==> src/rtl/seq_divider_pkg.sv <==
// Shared definitions for the sequential divider.
//   DIV_W      default divisor/remainder width (dividend/quotient are 2*DIV_W)
//   ST_*       FSM state encodings
//   cnt_width  width of the iteration counter for a given divisor width
package seq_divider_pkg;

    localparam int DIV_W = 16;

    localparam logic [1:0] ST_IDLE = 2'd0;
    localparam logic [1:0] ST_RUN  = 2'd1;
    localparam logic [1:0] ST_FIN  = 2'd2;

    // One spare bit over $clog2(2w) so the counter can hold the value 2w.
    function automatic int cnt_width(input int w);
        return $clog2(2 * w) + 1;
    endfunction

endpackage

==> src/rtl/seq_divider_div_step.sv <==
// One restoring-division step: compare-and-subtract of the partial remainder
// against the divisor.
//   pr_i       W+1-bit partial remainder (previous remainder shifted left,
//              next dividend bit appended)
//   divisor_i  W-bit divisor
//   rem_o      next partial remainder, always < divisor, so W bits suffice
//   q_o        quotient bit produced by this step
module seq_divider_div_step #(
    parameter int W = 16
) (
    input  logic [W:0]   pr_i,
    input  logic [W-1:0] divisor_i,
    output logic [W-1:0] rem_o,
    output logic         q_o
);

    // Subtraction as pr + ~{0,divisor} + 1 on a ripple-carry chain. The carry
    // out of the top bit is set exactly when pr >= divisor, which is the
    // quotient bit. The top sum bit is never needed: when the subtraction is
    // kept, the result is below the divisor and fits in W bits.
    logic [W:0]   b_inv;
    logic [W+1:0] carry;
    logic [W-1:0] diff;

    assign b_inv = ~{1'b0, divisor_i};

    always_comb begin
        // NOTE: every variable assigned in a combinational block gets a
        // default first, so no path leaves it unassigned and no latch forms.
        carry    = '0;
        diff     = '0;
        carry[0] = 1'b1;
        for (int i = 0; i <= W; i++) begin
            if (i < W) begin
                diff[i] = pr_i[i] ^ b_inv[i] ^ carry[i];
            end
            carry[i+1] = (pr_i[i] & b_inv[i]) | (carry[i] & (pr_i[i] ^ b_inv[i]));
        end
    end

    assign q_o   = carry[W+1];
    assign rem_o = q_o ? diff : pr_i[W-1:0];

endmodule

==> src/rtl/seq_divider.sv <==
// Iterative radix-2 restoring unsigned divider, one quotient bit per clock.
//   clk        rising-edge clock
//   rst_n      asynchronous active-low reset
//   start      request, sampled only while idle
//   dividend   2W-bit numerator, captured on accept
//   divisor    W-bit denominator, captured on accept
//   busy       high from the cycle after accept until done (inclusive)
//   done       one-cycle pulse, results valid from this cycle
//   quotient   2W-bit result, held until the next completed operation
//   remainder  W-bit result, held until the next completed operation
//   div_zero   divisor was zero; quotient all ones, remainder = dividend[W-1:0]
module seq_divider
    import seq_divider_pkg::*;
#(
    parameter int W = DIV_W
) (
    input  logic           clk,
    input  logic           rst_n,
    input  logic           start,
    input  logic [2*W-1:0] dividend,
    input  logic [W-1:0]   divisor,
    output logic           busy,
    output logic           done,
    output logic [2*W-1:0] quotient,
    output logic [W-1:0]   remainder,
    output logic           div_zero
);

    localparam int                CNT_W     = cnt_width(W);
    localparam logic [CNT_W-1:0] LAST_STEP = CNT_W'(2 * W - 1);

    logic [1:0]       state_q,     state_d;
    logic [CNT_W-1:0] count_q,     count_d;
    logic [2*W-1:0]   dvd_q,       dvd_d;       // dividend, shifted out MSB first
    logic [W-1:0]     dsr_q,       dsr_d;       // captured divisor
    logic [W-1:0]     rem_q,       rem_d;       // working partial remainder
    logic [2*W-1:0]   quo_q,       quo_d;       // quotient bits shifted in LSB
    logic [2*W-1:0]   quotient_q,  quotient_d;
    logic [W-1:0]     remainder_q, remainder_d;
    logic             div_zero_q,  div_zero_d;

    logic [W-1:0]     step_rem;
    logic             step_q;
    logic [2*W-1:0]   quo_next;

    seq_divider_div_step #(
        .W (W)
    ) u_div_step (
        .pr_i      ({rem_q, dvd_q[2*W-1]}),
        .divisor_i (dsr_q),
        .rem_o     (step_rem),
        .q_o       (step_q)
    );

    assign quo_next = {quo_q[2*W-2:0], step_q};

    always_comb begin
        state_d     = state_q;
        count_d     = count_q;
        dvd_d       = dvd_q;
        dsr_d       = dsr_q;
        rem_d       = rem_q;
        quo_d       = quo_q;
        quotient_d  = quotient_q;
        remainder_d = remainder_q;
        div_zero_d  = div_zero_q;

        case (state_q)
            ST_IDLE: begin
                if (start) begin
                    dvd_d   = dividend;
                    dsr_d   = divisor;
                    rem_d   = '0;
                    quo_d   = '0;
                    count_d = '0;
                    if (divisor == '0) begin
                        // No iterations: publish the defined div-by-zero result
                        // directly and go straight to the done cycle.
                        state_d     = ST_FIN;
                        quotient_d  = '1;
                        remainder_d = dividend[W-1:0];
                        div_zero_d  = 1'b1;
                    end else begin
                        state_d = ST_RUN;
                    end
                end
            end
            ST_RUN: begin
                dvd_d   = dvd_q << 1;
                rem_d   = step_rem;
                quo_d   = quo_next;
                count_d = count_q + CNT_W'(1);
                // Results are published only with the final step so partial
                // quotients never appear on the outputs.
                if (count_q == LAST_STEP) begin
                    state_d     = ST_FIN;
                    quotient_d  = quo_next;
                    remainder_d = step_rem;
                    div_zero_d  = 1'b0;
                end
            end
            ST_FIN: begin
                state_d = ST_IDLE;
            end
            default: begin
                state_d = ST_IDLE;
            end
        endcase
    end

    always_ff @(posedge clk or negedge rst_n) begin
        if (!rst_n) begin
            state_q     <= ST_IDLE;
            count_q     <= '0;
            dvd_q       <= '0;
            dsr_q       <= '0;
            rem_q       <= '0;
            quo_q       <= '0;
            quotient_q  <= '0;
            remainder_q <= '0;
            div_zero_q  <= 1'b0;
        end else begin
            // NOTE: sequential state uses non-blocking assignments so every
            // register samples the pre-edge values, independent of order.
            state_q     <= state_d;
            count_q     <= count_d;
            dvd_q       <= dvd_d;
            dsr_q       <= dsr_d;
            rem_q       <= rem_d;
            quo_q       <= quo_d;
            quotient_q  <= quotient_d;
            remainder_q <= remainder_d;
            div_zero_q  <= div_zero_d;
        end
    end

    assign busy      = (state_q == ST_RUN) || (state_q == ST_FIN);
    assign done      = (state_q == ST_FIN);
    assign quotient  = quotient_q;
    assign remainder = remainder_q;
    assign div_zero  = div_zero_q;

endmodule

==> config.mk <==
export PLATFORM = sky130hd
export DESIGN_NAME = seq_divider
export DESIGN_NICKNAME = d
export VERILOG_FILES = /design/src/rtl/seq_divider_pkg.sv /design/src/rtl/seq_divider_div_step.sv /design/src/rtl/seq_divider.sv
export SDC_FILE = /design/constraint.sdc
export NUM_CORES = 1
export LEC_CHECK = 0
export ABC_CLOCK_PERIOD_IN_PS = 7500
export CORE_AREA = 2 2 150 108
export DETAILED_ROUTE_END_ITERATION = 8
export DIE_AREA = 0 0 152 110
export DONT_BUFFER_PORTS = 1
export GPL_TIMING_DRIVEN = 1
export SYNTH_ARGS = -nofsm -noshare
export SYNTH_HDL_FRONTEND = slang
export SYNTH_HIERARCHICAL = 1
export SYNTH_SLANG_ARGS = --single-unit
==> constraint.sdc <==
create_clock -name clk -period 7.5 [get_ports clk]
set_input_delay 2.25 -clock clk [delete_from_list [all_inputs] [get_ports clk]]
set_output_delay 2.25 -clock clk [all_outputs]
set_load 0.05 [all_outputs]
==> out/metrics.cfg <==
[timing]
fin_skew_ns=0.00694
setup-violations-final=0
fin_crit_ns=7.13
fmaxAchievable_ghz=0.140
max_slew_margin_pct=25.7
drv_slew=0
hold_viol_final=0
rsz0062_at_grt=no
fin_crit_sh_pct=95.1
worst_pin_slew_ns=1.11
fin_setup_tns_ns=0

[synth]
yosysUniqueCellTypes=39
synth.yosys.seq_area_share_pct=56.4
syn-num-nets=631
synth_seq_cells=152
synth_flop_cell=dfrtp_1
synthTopCellsByArea=dfrtp_1, a22o_1, mux2i_1
synth_area_leader_cell=dfrtp_1
async_flop_share_pct=100
synthesis.area_um2=6750
avgSynthCellArea_um2=12.0
synthTopCellsByCount=dfrtp_1, a22o_1, a21oi_1
synth_top_cell_area_share_pct=56.4
syn_inst=560
synth-edff-count=0
synth.most_common_cell=dfrtp_1
synth_warnings=6

[critical_path]
reg2reg_from=dvd_q[31]
crit_path_max_incr_delay_ns=0.42
cp_slowest_cell=fa_1
reg2reg_slack_ns=0.37
critical_path.top_delay_family=adder cells
arrival_ns=7.41
cp.depth=23
start_kind=register
crit_path_end=remainder[15]
cp_max_fo=3
end_kind=register
r2r_cells=23
critPathLaunch=dvd_q[31]
path_buf_inv=4
path_class=register to register
crit_chain=inv_1 > ha_1 > fa_1 > fa_1 > fa_1 > fa_1 > fa_1 > fa_1 > fa_1 > fa_1 > fa_1 > fa_1 > fa_1 > fa_1 > inv_1 > fa_1 > inv_1 > fa_1 > inv_1 > fa_1 > mux2_4 > a21oi_1 > mux2i_1
cpMostUsedCell=fa_1
r2r-end=remainder[15]
crit_required_ns=7.77

[clock_tree]
clkSlewWorstSetupHoldPaths_ns=0.06
cts_tree=built
clk_latency_ns=0.42
post_cts_resized=0
postCtsHoldBufs=0
cts_made_buffers=17
cts-root-buf=clkbuf_16
postCtsSetupRepairBufs=0
htreeDepth=4
clock_path_buffers=2
clock_sinks=152

[detailed_routing]
vias=4233
initialDrtViolationCount=226
routed_wl_mm=14.7
viasPerCell=5.58
wl_per_cell_um=19.4
drc=0
ant_nets=0
firstDrtPassIters=4

[floorplanning]
core_um2=15300
die_y_um=110
dieWidth_um=152
die_area_um2=16700
initial_core_util_pct=44.2
ioPinCount=102
rows=38

[run]
max_cap_violations=0

[grt]
overflow=0
grt_pass1_wl_mm=24.1
groute.usage.overall_pct=18.6
grt_max_degree=153
grt_pass1_vias=4334
antenna_found_initial=0

[layout]
diodes=0
drive_gt1_share_pct=13.1
fillCellCount=1319
layout.nets=616
area_growth_pct=10.4

[outcome]
status=finished, final reports clean

[min_path]
hold_class=register to register

[placed_design]
place_congestion=0.766
io_buffers=0
hpwl_mm=9.24

## worst register-to-register path: cells and delay by family, from the launching register on
family	cells	cell delay [ns]
adder cells (fa/ha/maj)	16	5.83
AO/OA/AOI/OAI	1	0.16
multiplexers	2	0.37
buffers and inverters	4	0.25
flip-flops	1	0.37
## how the worst min path moves through the flow
stage                         start        end  cells after the start
after floorplan           dvd_q[15]  dvd_q[15]                      2
after global placement    dvd_q[26]  dvd_q[26]                      2
after detailed placement  dvd_q[13]  dvd_q[13]                      2
after CTS                 dvd_q[26]  dvd_q[26]                      2
after global routing      dsr_q[13]  dsr_q[13]                      1
final                     dvd_q[13]  dvd_q[13]                      2
## metal layers
| metal | global-route usage (%) | up-vias | wire length, µm |
|---|---|---|---|
| li1 | - | 1974 | - |
| met1 | 26.1 | 2163 | 7080 |
| met2 | 27.3 | 83 | 6540 |
| met3 | 6.65 | 13 | 910 |
| met4 | 5.34 | 0 | 147 |
| met5 | 0 | - | 0 |
## flip-flops by register name (all words and copies together), names as in the netlist
name	flops
rem_q	16
dvd_q	32
count_q	6
dsr_q	16
state_q	2
div_zero	1
quotient	32
remainder	16
quo_q	31
## cells by family (layout without fill, tap and decap cells)
group | Yosys count | after routing | synth area share, %
muxes | 54 | 54 | 8.51
and+or+nand+nor | 85 | 85 | 6.21
buffers and inverters | 77 | 75 | 4.99
DFF | 152 | 152 | 56.4
AOI/OAI and AO/OA | 171 | 171 | 18.4
adders and majority gates | 20 | 20 | 5.38
xor gates and xnor gates | 1 | 1 | 0.130
## placed cells by master (no fill, tap or decap), types with 3 or more instances in the layout
| master | n |
|---|---|
| ha_1 | 4 |
| mux2i_1 | 32 |
| a22o_1 | 49 |
| buf_4 | 5 |
| clkinvlp_4 | 3 |
| nand2b_1 | 3 |
| mux2_2 | 19 |
| a21oi_1 | 39 |
| nand2_1 | 34 |
| a21oi_2 | 9 |
| o22a_1 | 32 |
| o21ai_0 | 33 |
| clkbuf_16 | 17 |
| nor2b_1 | 15 |
| inv_1 | 37 |
| nor2_1 | 3 |
| or4_1 | 4 |
| dfrtp_1 | 152 |
| clkinv_2 | 6 |
| nor3_1 | 16 |
| fa_1 | 15 |
| nand3_1 | 4 |
## stage by stage
stage	utilization (%)	area, µm²	cells	setup slack (ns)	hold WS (ns)
floorplan	-	6750	560	0.554	0.450
global placement	45.0	6870	726	0.438	0.463
detailed placement	45.0	6870	726	0.283	0.472
CTS	48.8	7440	758	0.239	0.486
global route	48.8	7450	758	0.0709	0.515
finish	48.8	7450	758	0.366	0.482
## final cells by class
type                       count  area [µm²]  share of cell area (%)
multi-input combinational    331        2640                    35.4
timing repair buffer           6        48.8                   0.655
clock inverter                13         130                    1.75
clock buffer                  19         443                    5.94
tap                          200         250                    3.36
inverter                      37         139                    1.86
sequential                   152        3800                    51.0
Power is not shown: default switching activity piles up to over one toggle a cycle in this logic, so the estimate is an artifact.
